<file path="src/rtl/fp_mult_arbiter_pkg.sv">
// Shared definitions for the FP32 multiplier arbiter: field widths,
// exponent bias, requester count and the FP32 field view.
package fp_mult_arbiter_pkg;

  localparam int SIGN_W   = 1;
  localparam int EXP_W    = 8;
  localparam int MAN_W    = 23;
  localparam int FP_W     = SIGN_W + EXP_W + MAN_W;
  localparam int EXP_BIAS = 127;

  localparam int N_REQ = 4;
  localparam int ID_W  = (N_REQ > 1) ? $clog2(N_REQ) : 1;

  typedef struct packed {
    logic             sign;
    logic [EXP_W-1:0] exp;
    logic [MAN_W-1:0] man;
  } fp32_t;

endpackage

</file>
<file path="src/rtl/fp_mult_arbiter_multiplier.sv">
// Combinational FP32 multiplier: truncated 24x24 significand product,
// single-step normalisation, zero forced when either operand magnitude is 0.
// No NaN/Inf/denormal handling; the exponent simply wraps on overflow.
module multiplier
  import fp_mult_arbiter_pkg::*;
(
  input  logic [FP_W-1:0] a,
  input  logic [FP_W-1:0] b,
  output logic [FP_W-1:0] p
);

  fp32_t              fa;
  fp32_t              fb;
  fp32_t              fr;
  logic [MAN_W:0]     sig_a;
  logic [MAN_W:0]     sig_b;
  logic [2*MAN_W+1:0] sig_prod;
  logic [EXP_W-1:0]   exp_base;
  logic               unused_low_bits;

  // Multiply significands, pick the normalised window and fix up the exponent
  always_comb begin
    fa       = a;
    fb       = b;
    sig_a    = {1'b1, fa.man};
    sig_b    = {1'b1, fb.man};
    sig_prod = sig_a * sig_b;
    exp_base = fa.exp + fb.exp - EXP_W'(EXP_BIAS);
    fr.sign  = fa.sign ^ fb.sign;
    if (sig_prod[2*MAN_W+1]) begin
      fr.exp = exp_base + 1'b1;
      fr.man = sig_prod[2*MAN_W:MAN_W+1];
    end else begin
      fr.exp = exp_base;
      fr.man = sig_prod[2*MAN_W-1:MAN_W];
    end
    if ((a[FP_W-2:0] == '0) || (b[FP_W-2:0] == '0)) begin
      fr = '0;
    end
    p = fr;
  end

  assign unused_low_bits = ^sig_prod[MAN_W-1:0];

endmodule

</file>
<file path="src/rtl/fp_mult_arbiter.sv">
// Round-robin arbiter sharing one FP32 multiplier among N_REQ requesters.
// One pair is accepted per cycle; the product lands in a single output
// slot one cycle later and is held there until the consumer takes it.
module fp_mult_arbiter #(
  parameter  int N_REQ  = fp_mult_arbiter_pkg::N_REQ,
  parameter  int DATA_W = fp_mult_arbiter_pkg::FP_W,
  localparam int IDW    = (N_REQ > 1) ? $clog2(N_REQ) : 1
) (
  input  logic                    clk,
  input  logic                    rst,
  input  logic [N_REQ-1:0]        req_valid,
  input  logic [N_REQ*DATA_W-1:0] req_a,
  input  logic [N_REQ*DATA_W-1:0] req_b,
  output logic [N_REQ-1:0]        req_ready,
  output logic                    out_valid,
  output logic [DATA_W-1:0]       out_data,
  output logic [IDW-1:0]          out_id,
  input  logic                    out_ready
);

  import fp_mult_arbiter_pkg::*;

  logic [IDW-1:0]    ptr_q, ptr_d;
  logic              out_valid_q, out_valid_d;
  logic [DATA_W-1:0] out_data_q, out_data_d;
  logic [IDW-1:0]    out_id_q, out_id_d;

  logic              can_grant;
  logic              gnt_found;
  logic [IDW-1:0]    gnt_idx;
  logic [IDW-1:0]    cand;
  logic [N_REQ-1:0]  grant;
  logic [DATA_W-1:0] op_a, op_b, product;

  // Round-robin search from ptr; grant only when the slot is free or draining
  always_comb begin
    can_grant = !rst && (!out_valid_q || out_ready);
    gnt_found = 1'b0;
    gnt_idx   = '0;
    cand      = '0;
    for (int k = 0; k < N_REQ; k++) begin
      cand = IDW'((int'(ptr_q) + k) % N_REQ);
      if (!gnt_found && req_valid[cand]) begin
        gnt_found = 1'b1;
        gnt_idx   = cand;
      end
    end
    grant = '0;
    if (can_grant && gnt_found) begin
      grant[gnt_idx] = 1'b1;
    end
  end

  assign op_a = req_a[int'(gnt_idx)*DATA_W +: DATA_W];
  assign op_b = req_b[int'(gnt_idx)*DATA_W +: DATA_W];

  multiplier u_mult (
    .a (op_a),
    .b (op_b),
    .p (product)
  );

  // Slot update: reload on grant (even while draining), empty on drain alone
  always_comb begin
    ptr_d       = ptr_q;
    out_valid_d = out_valid_q;
    out_data_d  = out_data_q;
    out_id_d    = out_id_q;
    if (grant != '0) begin
      out_valid_d = 1'b1;
      out_data_d  = product;
      out_id_d    = gnt_idx;
      ptr_d       = IDW'((int'(gnt_idx) + 1) % N_REQ);
    end else if (out_ready) begin
      out_valid_d = 1'b0;
    end
  end

  // State registers; reset discards any pending result and restarts at 0
  always_ff @(posedge clk) begin
    if (rst) begin
      ptr_q       <= '0;
      out_valid_q <= 1'b0;
      out_data_q  <= '0;
      out_id_q    <= '0;
    end else begin
      ptr_q       <= ptr_d;
      out_valid_q <= out_valid_d;
      out_data_q  <= out_data_d;
      out_id_q    <= out_id_d;
    end
  end

  assign req_ready = grant;
  assign out_valid = out_valid_q;
  assign out_data  = out_data_q;
  assign out_id    = out_id_q;

endmodule
</file>
<file path="config.mk">
export PLATFORM = sky130hd
export DESIGN_NAME = fp_mult_arbiter
export DESIGN_NICKNAME = d
export VERILOG_FILES = /design/src/rtl/fp_mult_arbiter_pkg.sv /design/src/rtl/fp_mult_arbiter_multiplier.sv /design/src/rtl/fp_mult_arbiter.sv
export SDC_FILE = /design/constraint.sdc
export NUM_CORES = 2
export LEC_CHECK = 0
export ABC_CLOCK_PERIOD_IN_PS = 9730
export CAP_MARGIN = 15
export CORE_ASPECT_RATIO = 0.7
export CORE_MARGIN = 2
export CORE_UTILIZATION = 53
export DETAILED_ROUTE_END_ITERATION = 16
export PLACE_DENSITY = 0.84
export SYNTH_ARGS = -nofsm -noshare
export SYNTH_HDL_FRONTEND = slang
export SYNTH_SLANG_ARGS = --single-unit
</file>
<file path="constraint.sdc">
create_clock -name clk -period 9.73 [get_ports clk]
set_input_delay 1.4595 -clock clk [delete_from_list [all_inputs] [get_ports clk]]
set_output_delay 1.4595 -clock clk [all_outputs]
set_load 0.05 [all_outputs]
</file>
* Yosys cells after proc, flatten, opt, wreduce, memory -nomap -nowiden
Index checks and enable logic that the tools add are counted.
** Operators by class
- Multipliers :: 1
- Bitwise logic cells :: 1
- Shifts and indexed selects :: 2
- Magnitude comparators :: 6
- Divide/modulo/power cells :: 0
- Reduce and logical (&&, ||, !) cells :: 17
- Add/sub/neg operators :: 7
- Multiplexer cells :: 23
- Equal/unequal tests :: 0
** Operator list (number)
- $shiftx A128 B8 Y32 :: 2
- $logic_not A31 Y1 :: 2
- $mul A24 B24 Y48 :: 1
- $mux W32 :: 1
- $mux W31 :: 1
- $lt A2 B3 Y1 const B :: 5
- $mux W1 :: 11
- $add A8 B1 Y8 const B :: 1
- $add A8 B8 Y8 :: 1
- $bmux W1 S2 :: 4
- $mux W2 :: 4
- $sub A8 B7 Y8 const B :: 1
- $logic_and A1 B1 Y1 :: 6
- $logic_not A1 Y1 :: 5
- $add A2 B1 Y2 const B :: 2
- $add A2 B2 Y2 const B :: 2
- $mux W4 :: 1
- $reduce_bool A4 Y1 :: 1
- $demux W1 S2 :: 1
- $ge A2 B1 Y1 const B :: 1
- $logic_or A1 B1 Y1 :: 2
- $reduce_bool A2 Y1 :: 1
- $xor A1 B1 Y1 :: 1
** Word-level totals
- Input port bits :: 263
- Memories :: 0
- Bits in latches :: 0
- Bits in writable memories :: 0
- Memory bits (read-only) :: 0
- Word-level logic and storage cells :: 61
- Register bits after elaboration :: 37

* Depth between registers and ports, before layout
- Word-level depth :: 19
- Gate-level depth with buffers :: 41

* By module
A second synthesis with hierarchy kept.
** Unflattened totals
- Cell total of the unflattened synthesis :: 2659
- Area, all modules :: 23065.9 um2
** By module, submodules not included
- multiplier :: cells each 2272, times used 1, area each 19498.7 um2
- fp_mult_arbiter :: cells each 387, times used 1, area each 3567.2 um2

* Worst setup path before layout
Ideal clock, no wire load.
- Path type :: input to register
- Start :: input req_valid[3]
- End :: register out_data_q[11] (netlist: out_data[11])
- Buffers on the path :: 7
- Data arrival time :: 10264 ps
- Stages :: 41
- Path slack :: -659 ps
- Required time :: 9605 ps
- Library setup time :: 125 ps
- Path through :: or2_4 nand4_2 nand2_2 inv_2 buf_2 buf_2 clkbuf_1 nand2_1 nand3_1 nand2_1 inv_1 clkbuf_1 nand2_1 fa_1 inv_1 fa_1 inv_1 fa_1 [... 5 more ...] fa_1 inv_1 ha_1 clkbuf_1 a21o_1 a21oi_1 nor2b_1 o41a_1 a221oi_1 o41ai_4 a21oi_2 o31ai_4 mux2i_2 nand2_1 buf_4 buf_2 a22oi_1 o31ai_1
** Between the ends
- Cells in the longest elaborated chain, start to end :: 18
- Elaborated cells between the ends (all ways) :: 38
** RTL lines
- start: declaration :: line fp_mult_arbiter.sv:11 : input logic [N_REQ-1:0] req_valid,
- parallel branches: the longest is 18 deep, another holds $bmux W1 S2
- end signal: assignment :: line fp_mult_arbiter.sv:89 : out_data_q <= out_data_d;
- end: declaration :: line fp_mult_arbiter.sv:25 : logic [DATA_W-1:0] out_data_q, out_data_d;
Several ways; the timed one is not identified. The select of a mux whose other input is x is not followed.
A chain may end at the register's enable or synchronous reset.

* Final worst setup path
- Start :: input req_valid[3]
- End :: register out_data_q[29] (netlist: out_data[29])
** Between the ends
- Cells in the longest elaborated chain, start to end :: 18
- Elaborated cells between the ends (all ways) :: 41
** RTL lines
- $bmux W1 S2 :: line fp_mult_arbiter.sv:43 : if (!gnt_found && req_valid[cand]) begin
- $mux W1 (not written as such) :: line fp_mult_arbiter.sv:43
- $mux W1 :: line fp_mult_arbiter.sv:43
- $logic_not A1 Y1 :: line fp_mult_arbiter.sv:43
- $logic_and A1 B1 Y1 :: line fp_mult_arbiter.sv:43
- $mux W1 :: line fp_mult_arbiter.sv:43
- $logic_not A1 Y1 :: line fp_mult_arbiter.sv:43
- $logic_and A1 B1 Y1 :: line fp_mult_arbiter.sv:43
- [... 2 more ...]
- $logic_and A1 B1 Y1 :: line fp_mult_arbiter.sv:43
- $mux W2 :: line fp_mult_arbiter.sv:43
- $shiftx A128 B8 Y32 (tied with other cells) :: line fp_mult_arbiter.sv:54 : assign op_a = req_a[int'(gnt_idx)*DATA_W +: DATA_W];
- $add A8 B8 Y8 or $logic_and A1 B1 Y1 (tied branches) :: line fp_mult_arbiter_multiplier.sv:28, fp_mult_arbiter.sv:50
- $sub A8 B7 Y8 or $mux W1 (tied branches) :: line fp_mult_arbiter_multiplier.sv:28, fp_mult_arbiter.sv:50
- $add A8 B1 Y8 or $demux W1 S2 (tied branches) :: line fp_mult_arbiter_multiplier.sv:31, fp_mult_arbiter.sv:50
- $mux W31 or $mux W4 (tied branches) :: line fp_mult_arbiter_multiplier.sv:30, fp_mult_arbiter.sv:49
- $mux W32 or $reduce_bool A4 Y1 (tied branches) :: line fp_mult_arbiter_multiplier.sv:37, fp_mult_arbiter.sv:69
Parallel ways exist; a longest one is shown, timed or not. The select of a mux whose other input is x is not followed.

==> flow_summary_export.csv <==
group,metric,value,unit
setup_path,critical_path.max_stage_delay,550,ps
synthesis,synth_area_leader_cell,"fa_1",
routing,vias,21800,
cells_and_area,layout_commonest_cell,"inv_1",
place,pre_cts_slack,-1290,ps
clocking,cts_tree,"done",
cells_and_area,fin_nets,4206,
min_path,holdCritStartpoint,"out_data[14]",
synthesis,synthTopCellsByArea,"fa_1 (44%), ha_1 (11%), inv_1 (10%)",
setup_path,crit_slowest_cell,"fa_1",
place,place_area,28900,sq um
min_path,whs_endpoint,"out_data[14]",
synthesis,synth_enable_flop_cells,0,
setup_path,worstPathArrival,10260,ps
routing,wire_per_inst,23.3,microns
routing,final_antenna_net_count,0,
timing,hold_viol_final,0,
setup_path,rr_endpoint,"out_data[29]",
timing,report.final.slew_viol_count,0,
synthesis,ys_seq_area_frac,0.0334,
floorplan,core,41100,sq um
timing,final.setup_skew,6.07,ps
setup_path,endpoint_kind,"flip-flop",
timing,tightestPinTransition,1190,ps
timing,slew_headroom,0.197,
clocking,clock-root-buffer,"clkbuf_16",
setup_path,startpoint_type,"input port",
timing,rsz0062_at_grt,"yes",
floorplan,die_x,248,microns
grt,antenna_found_initial,1,
routing,drt_iter0_markers,2219,
clocking,path_clk_slew,70,ps
grt,grt_pass1_wl,132000,microns
setup_path,crit_top_cell,"fa_1",
setup_path,crit_fanout,7,
grt,grtUsageTotal,0.409,
min_path,hold_path_class,"flip-flop to flip-flop",
setup_path,rrSetupSlack,400,ps
setup_path,criticalPathCategory,"input port to flip-flop",
synthesis,ys_ff_latch,37,
synthesis,synthesis.nets,3589,
cells_and_area,final_cell_mix,"inv_1 (551), fa_1 (461), nand2_1 (368), buf_4 (342), clkdlybuf4s50_1 (297)",
setup_path,worst-r2r-cell-count,36,
cells_and_area,area_delta_synth_final,39.5,%
synthesis,yosys_warnings,0,
synthesis,synthArstFlopShare,0,
setup_path,rr_startpoint,"ptr_q[1]",
synthesis,synth_cell_types,67,
place,place.gp.congestion,1.08,
place,hpwl,73200,microns
synthesis,synthesis.area,22200,sq um
timing,setup_ws,-387,ps
clocking,holdBufCountCts,0,
timing,period_minus_slack,10120,ps
cells_and_area,n_antenna_cell,0,
routing,drc_errors,0,
routing,drt-total-wl,89000,microns
place,port_buffers,301,
cells_and_area,layoutNonFillerInstCount,3819,
min_path,min_path_cells,2,
clocking,cts.htree.levels,2,
clocking,clk_path_buf_depth,2,
grt,grt_pass1_vias,23100,
setup_path,crit_required,9880,ps
grt,grt_max_degree,32,
cells_and_area,fin_area,30900,sq um
synthesis,avgSynthCellArea,8.34,sq um
synthesis,synth_top_area_share,0.436,
timing,max_freq,98.8,MHz
setup_path,crit_start,"req_valid[3]",
clocking,cts_inserted_buffers,5,
timing,final-setup-viol-count,31,
synthesis,ys.flop_type,"dfxtp_1",
timing,fin_crit_sh,1.04,
cells_and_area,drive_gt1_frac,0.216,
clocking,clk_latency,290,ps
floorplan,dieArea,43500,sq um
floorplan,row_count,62,
routing,first_pass_iters,6,
clocking,cts.sinks,37,
grt,overflow,0,
run_status,status,"complete, but fails checks",
floorplan,initial_core_util,0.539,
place,dp_cells,3727,
run_status,violations,"setup timing",
floorplan,io-pin-count,302,
synthesis,synth_cells,2657,
routing,via_per_inst,5.72,
floorplan,die_h,175,microns
flow_run,drv_cap,0,
what timing repair did:
item | CTS | global route
endpoints found under the setup margin | 31 | 31
gates resized for setup | 113 | 187
pin swaps | 59 | 83
hold endpoints to repair | 0 | 0
setup buffers | 58 | 22
gates cloned | 7 | 1
synthesized netlist by cell type (6+ instances only):
cell and instances:
xnor2_1 22, a22o_1 6, o21bai_1 7, o21a_1 6, xor2_1 20, nand3_1 55, a21o_1 29, inv_2 6
dfxtp_1 37, nor2_1 284, ha_1 187, o211ai_1 8, nand2b_1 12, buf_2 19, nor3_1 10, a21oi_1 47
o21ai_0 38, and2_1 18, inv_1 593, fa_1 482, buf_1 8, clkbuf_1 96, nand2_1 406, mux2i_1 137
nor2b_1 17, nor4_1 15, nand4_1 14
worst max-delay path, delay by kind of cell:
kind,cells,cell delay [ps]
multiplexers,3,830
adder cells (fa/ha/maj),8,3550
XOR/XNOR,1,240
AND/OR/NAND/NOR,10,1510
AO/OA/AOI/OAI,4,1040
buffers and inverters,15,1570
kinds of logic after synthesis:
logic type                 Yosys count  synth area share
adders and majority gates          669             0.541
xor gates and xnor gates            42            0.0166
buffers and inverters              728             0.125
AOI/OAI and AO/OA                  191            0.0600
muxes                              141            0.0640
DFF                                 37            0.0334
and+or+nand+nor                    849             0.160
through the flow:
| stage | TNS [ps] | hold slack, ps | util |
|---|---|---|---|
| 6_report | -8780 | 460 | 0.752 |
| 5_1_grt | -15360 | 473 | 0.752 |
| 4_1_cts | -5880 | 466 | 0.733 |
| 3_5_place_dp | -37520 | 444 | 0.702 |
| 3_3_place_gp | -28020 | 440 | 0.702 |
| 2_1_floorplan | -11.4 | 491 | - |
sequential cells by signal, summed over array words and instances (netlist names):
signal / count
out_data: 32
out_id: 2
ptr_q: 2
out_valid: 1
per-layer routing:
layer | part of all wire | GRT usage | vias to the layer above
li1 | - | - | 9279
met1 | 0.37 | 0.533 | 10700
met2 | 0.43 | 0.613 | 1503
met3 | 0.14 | 0.139 | 358
met4 | 0.059 | 0.194 | 2
met5 | 0.00015 | 0 | -
final cells by class:
cell class / instances / area [sq um]
Multi-Input combinational cell: 1893 / 19900
Fill cell: 2761 / 10200
Timing Repair Buffer: 734 / 7080
Inverter: 602 / 2320
Sequential cell: 37 / 741
Tap cell: 544 / 681
Clock buffer: 5 / 125
Clock inverter: 3 / 21.3
Timing Repair inverter: 1 / 11.3
worst max-delay path by stage:
stage               cells after the start  slack [ps]      endpoint
finish                                 41        -390  out_data[29]
global route                           37        -580  out_data[28]
CTS                                    42        -280  out_data[29]
detailed placement                     36       -1290   out_data[1]
global placement                       35       -1080  out_data[19]
floorplan                              39         -10   out_data[7]
Power is left out: the tool's default activity adds up to more than one toggle a clock period on the data nets, which glitch-free logic cannot reach.
